### config.mk
export PLATFORM = sky130hd
export DESIGN_NAME = timing_decode
export DESIGN_NICKNAME = d
export VERILOG_FILES = /design/src/rtl/timing_decode.sv
export SDC_FILE = /design/constraint.sdc
export NUM_CORES = 1
export LEC_CHECK = 0
export BUFFER_PORTS_ARGS = -buffer_cell sky130_fd_sc_hd__buf_2
export CAP_MARGIN = 30
export CORE_UTILIZATION = 44
export DETAILED_ROUTE_END_ITERATION = 6
export GPL_ROUTABILITY_DRIVEN = 0
export HOLD_SLACK_MARGIN = 0.12
export PLACE_DENSITY = 0.82
export SYNTH_ARGS = -nofsm -noshare
export SYNTH_HDL_FRONTEND = slang
export SYNTH_SLANG_ARGS = --single-unit
### constraint.sdc
create_clock -name clk -period 2.1 [get_ports clk]
set_input_delay 0.105 -clock clk [delete_from_list [all_inputs] [get_ports clk]]
set_output_delay 0.105 -clock clk [all_outputs]
set_load 0.1 [all_outputs]
### src/rtl/timing_decode.sv
// Instruction timing sequencer and opcode decoder.
// Steps through eight one-hot beats T0..T7 for each instruction. The opcode
// is captured at the end of T2 and decoded during T3..T7. A HALT opcode parks
// the sequencer, and STEP mode returns it to idle after each instruction.
module timing_decode (
  input  logic       clk,
  input  logic       rst,
  input  logic       start,
  input  logic       step,
  input  logic [3:0] ir_op,
  output logic       t0,
  output logic       t1,
  output logic       t2,
  output logic       t3,
  output logic       t4,
  output logic       t5,
  output logic       t6,
  output logic       t7,
  output logic       op_ld,
  output logic       op_add,
  output logic       op_sub,
  output logic       op_and,
  output logic       op_or,
  output logic       op_xor,
  output logic       op_shl,
  output logic       op_halt,
  output logic       ill,
  output logic       run,
  output logic       halted,
  output logic [7:0] icnt
);

  typedef enum logic [1:0] {
    S_IDLE = 2'd0,
    S_RUN  = 2'd1,
    S_HALT = 2'd2
  } state_t;

  localparam logic [3:0] OP_LD   = 4'b0001;
  localparam logic [3:0] OP_ADD  = 4'b0010;
  localparam logic [3:0] OP_SUB  = 4'b0011;
  localparam logic [3:0] OP_AND  = 4'b0100;
  localparam logic [3:0] OP_OR   = 4'b0101;
  localparam logic [3:0] OP_XOR  = 4'b0110;
  localparam logic [3:0] OP_SHL  = 4'b0111;
  localparam logic [3:0] OP_HALT = 4'b1111;

  state_t     state;
  state_t     stateNext;
  logic [2:0] beat;
  logic [2:0] beatNext;
  logic [3:0] opr;
  logic [7:0] icntReg;
  logic [7:0] beatVec;
  logic [7:0] decVec;
  logic       illLine;

  // State register: sequencer state, beat position, latched opcode and instruction count.
  always_ff @(posedge clk) begin
    if (rst) begin
      state   <= S_IDLE;
      beat    <= 3'd0;
      opr     <= 4'b0000;
      icntReg <= 8'd0;
    end else begin
      state <= stateNext;
      beat  <= beatNext;
      if (state == S_RUN && beat == 3'd2) begin
        opr <= ir_op;
      end
      if (state == S_RUN && beat == 3'd7) begin
        icntReg <= icntReg + 8'd1;
      end
    end
  end

  // Next-state logic: start only matters when stopped; T7 picks halt, idle or next instruction.
  always_comb begin
    stateNext = state;
    beatNext  = beat;
    case (state)
      S_IDLE, S_HALT: begin
        if (start) begin
          stateNext = S_RUN;
          beatNext  = 3'd0;
        end
      end
      S_RUN: begin
        if (beat == 3'd7) begin
          beatNext = 3'd0;
          if (opr == OP_HALT) begin
            stateNext = S_HALT;
          end else if (step) begin
            stateNext = S_IDLE;
          end
        end else begin
          beatNext = beat + 3'd1;
        end
      end
      default: begin
        stateNext = S_IDLE;
        beatNext  = 3'd0;
      end
    endcase
  end

  // Output logic: beat pulses while running, opcode decode only in the execute beats T3..T7.
  always_comb begin
    beatVec = 8'd0;
    decVec  = 8'd0;
    illLine = 1'b0;
    if (state == S_RUN) begin
      beatVec[beat] = 1'b1;
      if (beat >= 3'd3) begin
        case (opr)
          OP_LD:   decVec[0] = 1'b1;
          OP_ADD:  decVec[1] = 1'b1;
          OP_SUB:  decVec[2] = 1'b1;
          OP_AND:  decVec[3] = 1'b1;
          OP_OR:   decVec[4] = 1'b1;
          OP_XOR:  decVec[5] = 1'b1;
          OP_SHL:  decVec[6] = 1'b1;
          OP_HALT: decVec[7] = 1'b1;
          default: illLine   = 1'b1;
        endcase
      end
    end
  end

  assign t0 = beatVec[0];
  assign t1 = beatVec[1];
  assign t2 = beatVec[2];
  assign t3 = beatVec[3];
  assign t4 = beatVec[4];
  assign t5 = beatVec[5];
  assign t6 = beatVec[6];
  assign t7 = beatVec[7];

  assign op_ld   = decVec[0];
  assign op_add  = decVec[1];
  assign op_sub  = decVec[2];
  assign op_and  = decVec[3];
  assign op_or   = decVec[4];
  assign op_xor  = decVec[5];
  assign op_shl  = decVec[6];
  assign op_halt = decVec[7];

  assign ill    = illLine;
  assign run    = (state == S_RUN);
  assign halted = (state == S_HALT);
  assign icnt   = icntReg;

endmodule

Word level (Yosys, flattened, before mapping). Cells that the tools add are included.

Add/subtract/negate cells: 2. $mul: 0. Div/mod/pow operators: 0. Order comparisons: 3. Equal/unequal tests: 15. Shifts and indexed selects: 0. Muxes and demuxes: 24. Bitwise gates (word level): 0. Reductions and logical operators: 7.

Operators with widths (number): 2-to-1 mux 8 bit (3); == test 4 x 3 -> 1 bit (second input constant) (4); 2-to-1 mux 1 bit (12); adder 8 x 1 -> 8 bit (second input constant) (1); == test 4 x 2 -> 1 bit (second input constant) (2); 2-to-1 mux 2 bit (4); OR reduction 8 bit (1); 2-to-1 mux 3 bit (2); one-hot mux 3 bit (2 select lines) (1); == test 4 x 1 -> 1 bit (second input constant) (1); == test 4 bit (second input constant) (1); < comparator 3 x 4 -> 1 bit (second input constant) (1); one-hot mux 2 bit (2 select lines) (1); adder 3 x 1 -> 3 bit (second input constant) (1); demux 1 bit (select 3 bit) (1); == test 3 x 2 -> 1 bit (second input constant) (1); == test 3 bit (second input constant) (1); >= comparator 3 x 1 -> 1 bit (second input constant) (1); >= comparator 3 x 2 -> 1 bit (second input constant) (1); logical AND 1 bit (3); inequality test 3 x 2 -> 1 bit (second input constant) (1); AND reduction 3 bit (1); == test 2 x 1 -> 1 bit (second input constant) (1); == test 2 bit (second input constant) (1); 4 further kinds (4).

Register bits after elaboration: 17. Latch bits: 0. RAM bits: 0. Bits in read-only memories: 0. Bits of input ports: 8. Output and inout port bits: 27. Logic and storage cells: 55. Memories kept: 0.

Logic depth before layout (Yosys ltp).
Depth after elaboration: 5. Depth in mapped cells: 7. Mapped depth without buffers: 5.

Worst setup path before layout. Ideal clock, no wire load.

Kind: register -> output. Start: reg state[0]. End: out op_add. Arrival: 4196 ps. Data required time: 1995 ps. Setup slack: -2201 ps. Cell stages (with the launch flop): 6. Buffers on the path: 2. Cells stage by stage: dfxtp_1 > buf_2 > nor2b_1 > buf_2 > nand2_1 > nor4_1.

Longest elaborated chain between the ends: 2.

Ends and longest elaborated chain: start: declaration (line 48) `state_t state;`; start signal: assignment (line 66) `state <= stateNext;`; == test 2 x 1 -> 1 bit; net run (line 28) `output logic run,`; 2-to-1 mux 8 bit (line 112) `if (state == S_RUN) begin`; end: declaration (line 20) `output logic op_add,`.

The timed path passes the listed nets, and every way through them passes these cells.

Worst setup path after layout.
Start: reg state[0]. End: out t0.

Longest elaborated chain between the ends: 2.

Ends and longest elaborated chain: == test 2 x 1 -> 1 bit (line 112); 2-to-1 mux 8 bit (line 112); end: declaration (line 11) `output logic t0,`.

Every way passes these cells.

==> impl_results.md <==
* Status: completed
* Die Width at 49.0 um
* Nets at 179
* Initial Utilization at 48.1%
* Worst-path cell chain: nor2b_2 > buf_4 > nand2_1 > nor3_4 > buf_12
* CP Class: reg -> out
* Crit path depth at 5
* Max cap viols at 0
* Hold Crit Class: in -> reg
* Clk Latency, worst-skew pair at between 0.2 and 0.3 ns
* DR vias/cell at roughly 5.5
* Sequential fraction of design power at 54.6%
* Total power at 0.612 mW
* Place WS at 0.263 ns
* Worst Setup Slack, final at 0.134 ns
* Fin crit period at 1.97 ns
* WHS at 0.169 ns
* # DRC at 0
* CTS sink count at 17
* Critical path startpoint: state[0]
* First-pass detailed-route iteration total at 4
* P_int at 0.436 mW
* Die Height at ~50 um
* Post-synthesis async set-or-reset flop share at 0%
* Setup violators final at 0
* FF+latch count, synth at 17
* Total Wirelength at 2.99 mm
* Routed Antenna Nets at 0
* Max Freq at between 500 and 600 MHz
* Comb pwr share at about 17%
* Synthesized area at between 900 and 1000 um^2
* Critical Path Sink: t0
* Port-buffer cells at 34
* Leak at 0.632 nW
* R2R cell count at 5
* Sequential cell area fraction in the yosys report at a little over a third
* First-pass GRT wire length at 4.98 mm
* Power share of the clock group at 28.4%
* Syn avg cell area at 7.72 um^2
* Placement Cell Area at 1550 um^2
* Clock root cell: clkbuf_4
* Top_reg_cell synth: dfxtp_1
* Layout area overhead at 69.0%
* WL per Instance at 15.6 um
* Peak supply drop at 335 uV
* RSZ-0062 raised after global routing: no
* Antenna violations before repair at 0
* Io pins at 35
* Layout cells sized above 1 at 40.0%
* Most instantiated cells after synthesis: nor2_1 (26), dfxtp_1 (17), nand2_1 (11), a21oi_1 (8), inv_1 (7)
* Detailed Place HPWL at 2.12 mm
* Syn_nets at roughly 140
* Post-Synthesis Cells at 126
* Startpoint Class: flip-flop
* Vias in the first global route at 1095
* Core Util, Final at roughly 81%
* R2r startpoint: beat[1]
* Ant diodes at 0
* DRT iter0 DRCs at 24
* Clock Path Buffers at 2
* H-tree depth at 1
* CTS clk-pin slew, worst paths at 0.09 ns
* Max incr delay on CP at 0.53 ns
* Layout Skew at 0.00676 ns
* Buf/Inv on CP at 2
* Crit Path Max Fanout at 9
* # fillers at around 110
* Total global routing overflow at 0
* Top delay family on crit path: simple AND/OR/NAND/NOR gates
* Post-synth EDFFs at 0
* CTS tree: yes
* Vias at 1061
* Setup crit end kind: output port
* Compound-Gate Fraction of Synth Area at 11.3%
* Adder-cell area share of the yosys netlist at between 6 and 7%
* Top post-synthesis cells by area: dfxtp_1 (35%), nor2_1 (10%), ha_1 (6.4%)
* Synth top area share at 35.0%
* Num CTS Buffers at 3
* Total Routing Usage GR at 27.4%
* Die area at 2400 um^2
* Reg-to-Reg End: icnt[5]
* Register-to-register setup slack at 0.33 ns
* XOR/XNOR Fraction of Synth Area at about 1.8%
* Syn. warnings at 0
* Fraction of power spent switching nets at 28.7%
* Worst slew margin at about two thirds
* Synth Area in Simple Gates at 34.0%
* Core Area at about 2000 um^2
* Final hold viol count at 0
* Design Area, Final at between 1500 and 2000 um^2
* Largest family of logic cells by synthesized area: simple AND/OR/NAND/NOR gates
* Slowest CP cell: dfxtp_1
* Power per cell area at 372 nW/um^2
* Slew Limit Fails at 0
* Worst slew pin tran at around 0.51 ns
* Most frequent cell after synthesis: nor2_1
* P_sw at 0.176 mW
* Multiplexer share of the synthesized area at 5.28%
* Arrival time of the worst setup path at 1.86 ns
* Worst EP required at 2.00 ns
* Cell taking the most area after synthesis: dfxtp_1
* Rows at 16
* Cell variety after synth at 31
* Largest net degree at the start of global routing at 19
* Final period util at 93.6%
==> what timing repair did <==
action                     CTS  global route
gates resized for setup      0             0
gates cloned                 0             0
setup endpoints to repair    4             4
hold buffers                 4             0
buffers inserted             1             2
pin swaps                    1             2
hold endpoints to repair     4             0
==> stage by stage <==
step	instances	setup TNS, ns
3_3_place_gp	181	0
4_1_cts	190	0
2_1_floorplan	126	-0.152
3_5_place_dp	181	0
5_1_grt	192	0
6_report	192	0
==> layout make-up <==
class	count	area, um^2	share of cell area, %
multi-input cells	94	709	43.2
repair buffers	43	503	30.6
flip-flops and latches	17	344	20.9
well taps	27	33.8	2.06
clock buffers	4	26.3	1.60
inverters	7	26.3	1.60
==> flip-flops by register name (all words and copies together) (netlist names) <==
signal / cells
beat: 3
state: 2
icnt: 8
opr: 4
==> worst min-delay path by stage <==
| stage | startpoint | endpoint | depth (start not counted) |
|---|---|---|---|
| 2_1_floorplan | ir_op[0] | opr[0] | 2 |
| 6_report | start | state[0] | 3 |
| 5_1_grt | rst | beat[0] | 2 |
| 3_5_place_dp | ir_op[2] | opr[2] | 3 |
| 4_1_cts | start | state[1] | 4 |
| 3_3_place_gp | ir_op[3] | opr[3] | 3 |
==> routing by layer <==
| layer | share of wire [%] | track usage (%) |
|---|---|---|
| met4 | 2.0 | 8.33 |
| met1 | 36 | 26.4 |
| met5 | 0 | 0 |
| met3 | 5.5 | 9.03 |
| met2 | 57 | 53.9 |
==> worst min-delay path, cell delays in order <==
cell and delay [ns]:
buf_2 0.12, nor2_1 0.06, nor3_1 0.12
==> kinds of logic (layout without fill, tap and decap cells) <==
group	Yosys count	in the layout
flops	17	17
buf+inv	15	54
fa+ha+maj	5	5
compound gates	18	18
xor+xnor	2	2
simple gates	64	64
mux	5	5
==> power by group through the flow <==
stage	Clock [mW]	Combinational (mW)	Sequential [mW]
after detailed placement	0	0.0937	0.342
after floorplan	0	0.0753	0.337
after global routing	0.196	0.110	0.335
after CTS	0.172	0.0996	0.335
final	0.174	0.104	0.334
after global placement	0	0.0918	0.341
==> layout by cell type (no fill, tap or decap), drive strengths merged <==
cell	Yosys	final
buf	2	39
nor2	26	26
dfxtp	17	17
nand2	11	11
a21oi	8	8
inv	7	7
ha	5	5
mux2i	4	4
dlygate4sd3	0	4
nor3	4	4
nor4	4	4
clkbuf	6	4
o21ai	3	3
nor2b	3	3
nand4b	2	2
nand2b	2	2
a22oi	2	2
nand4	2	2
or3	2	2
nand3	2	2
o31ai	2	2
or4	2	2
nor3b	2	2
a211o	1	1
o21bai	1	1
nand3b	1	1
xnor2	1	1
xor2	1	1
a2bb2oi	1	1
and4bb	1	1
mux2	1	1
No activity file was read; power rests on OpenSTA's default activity.
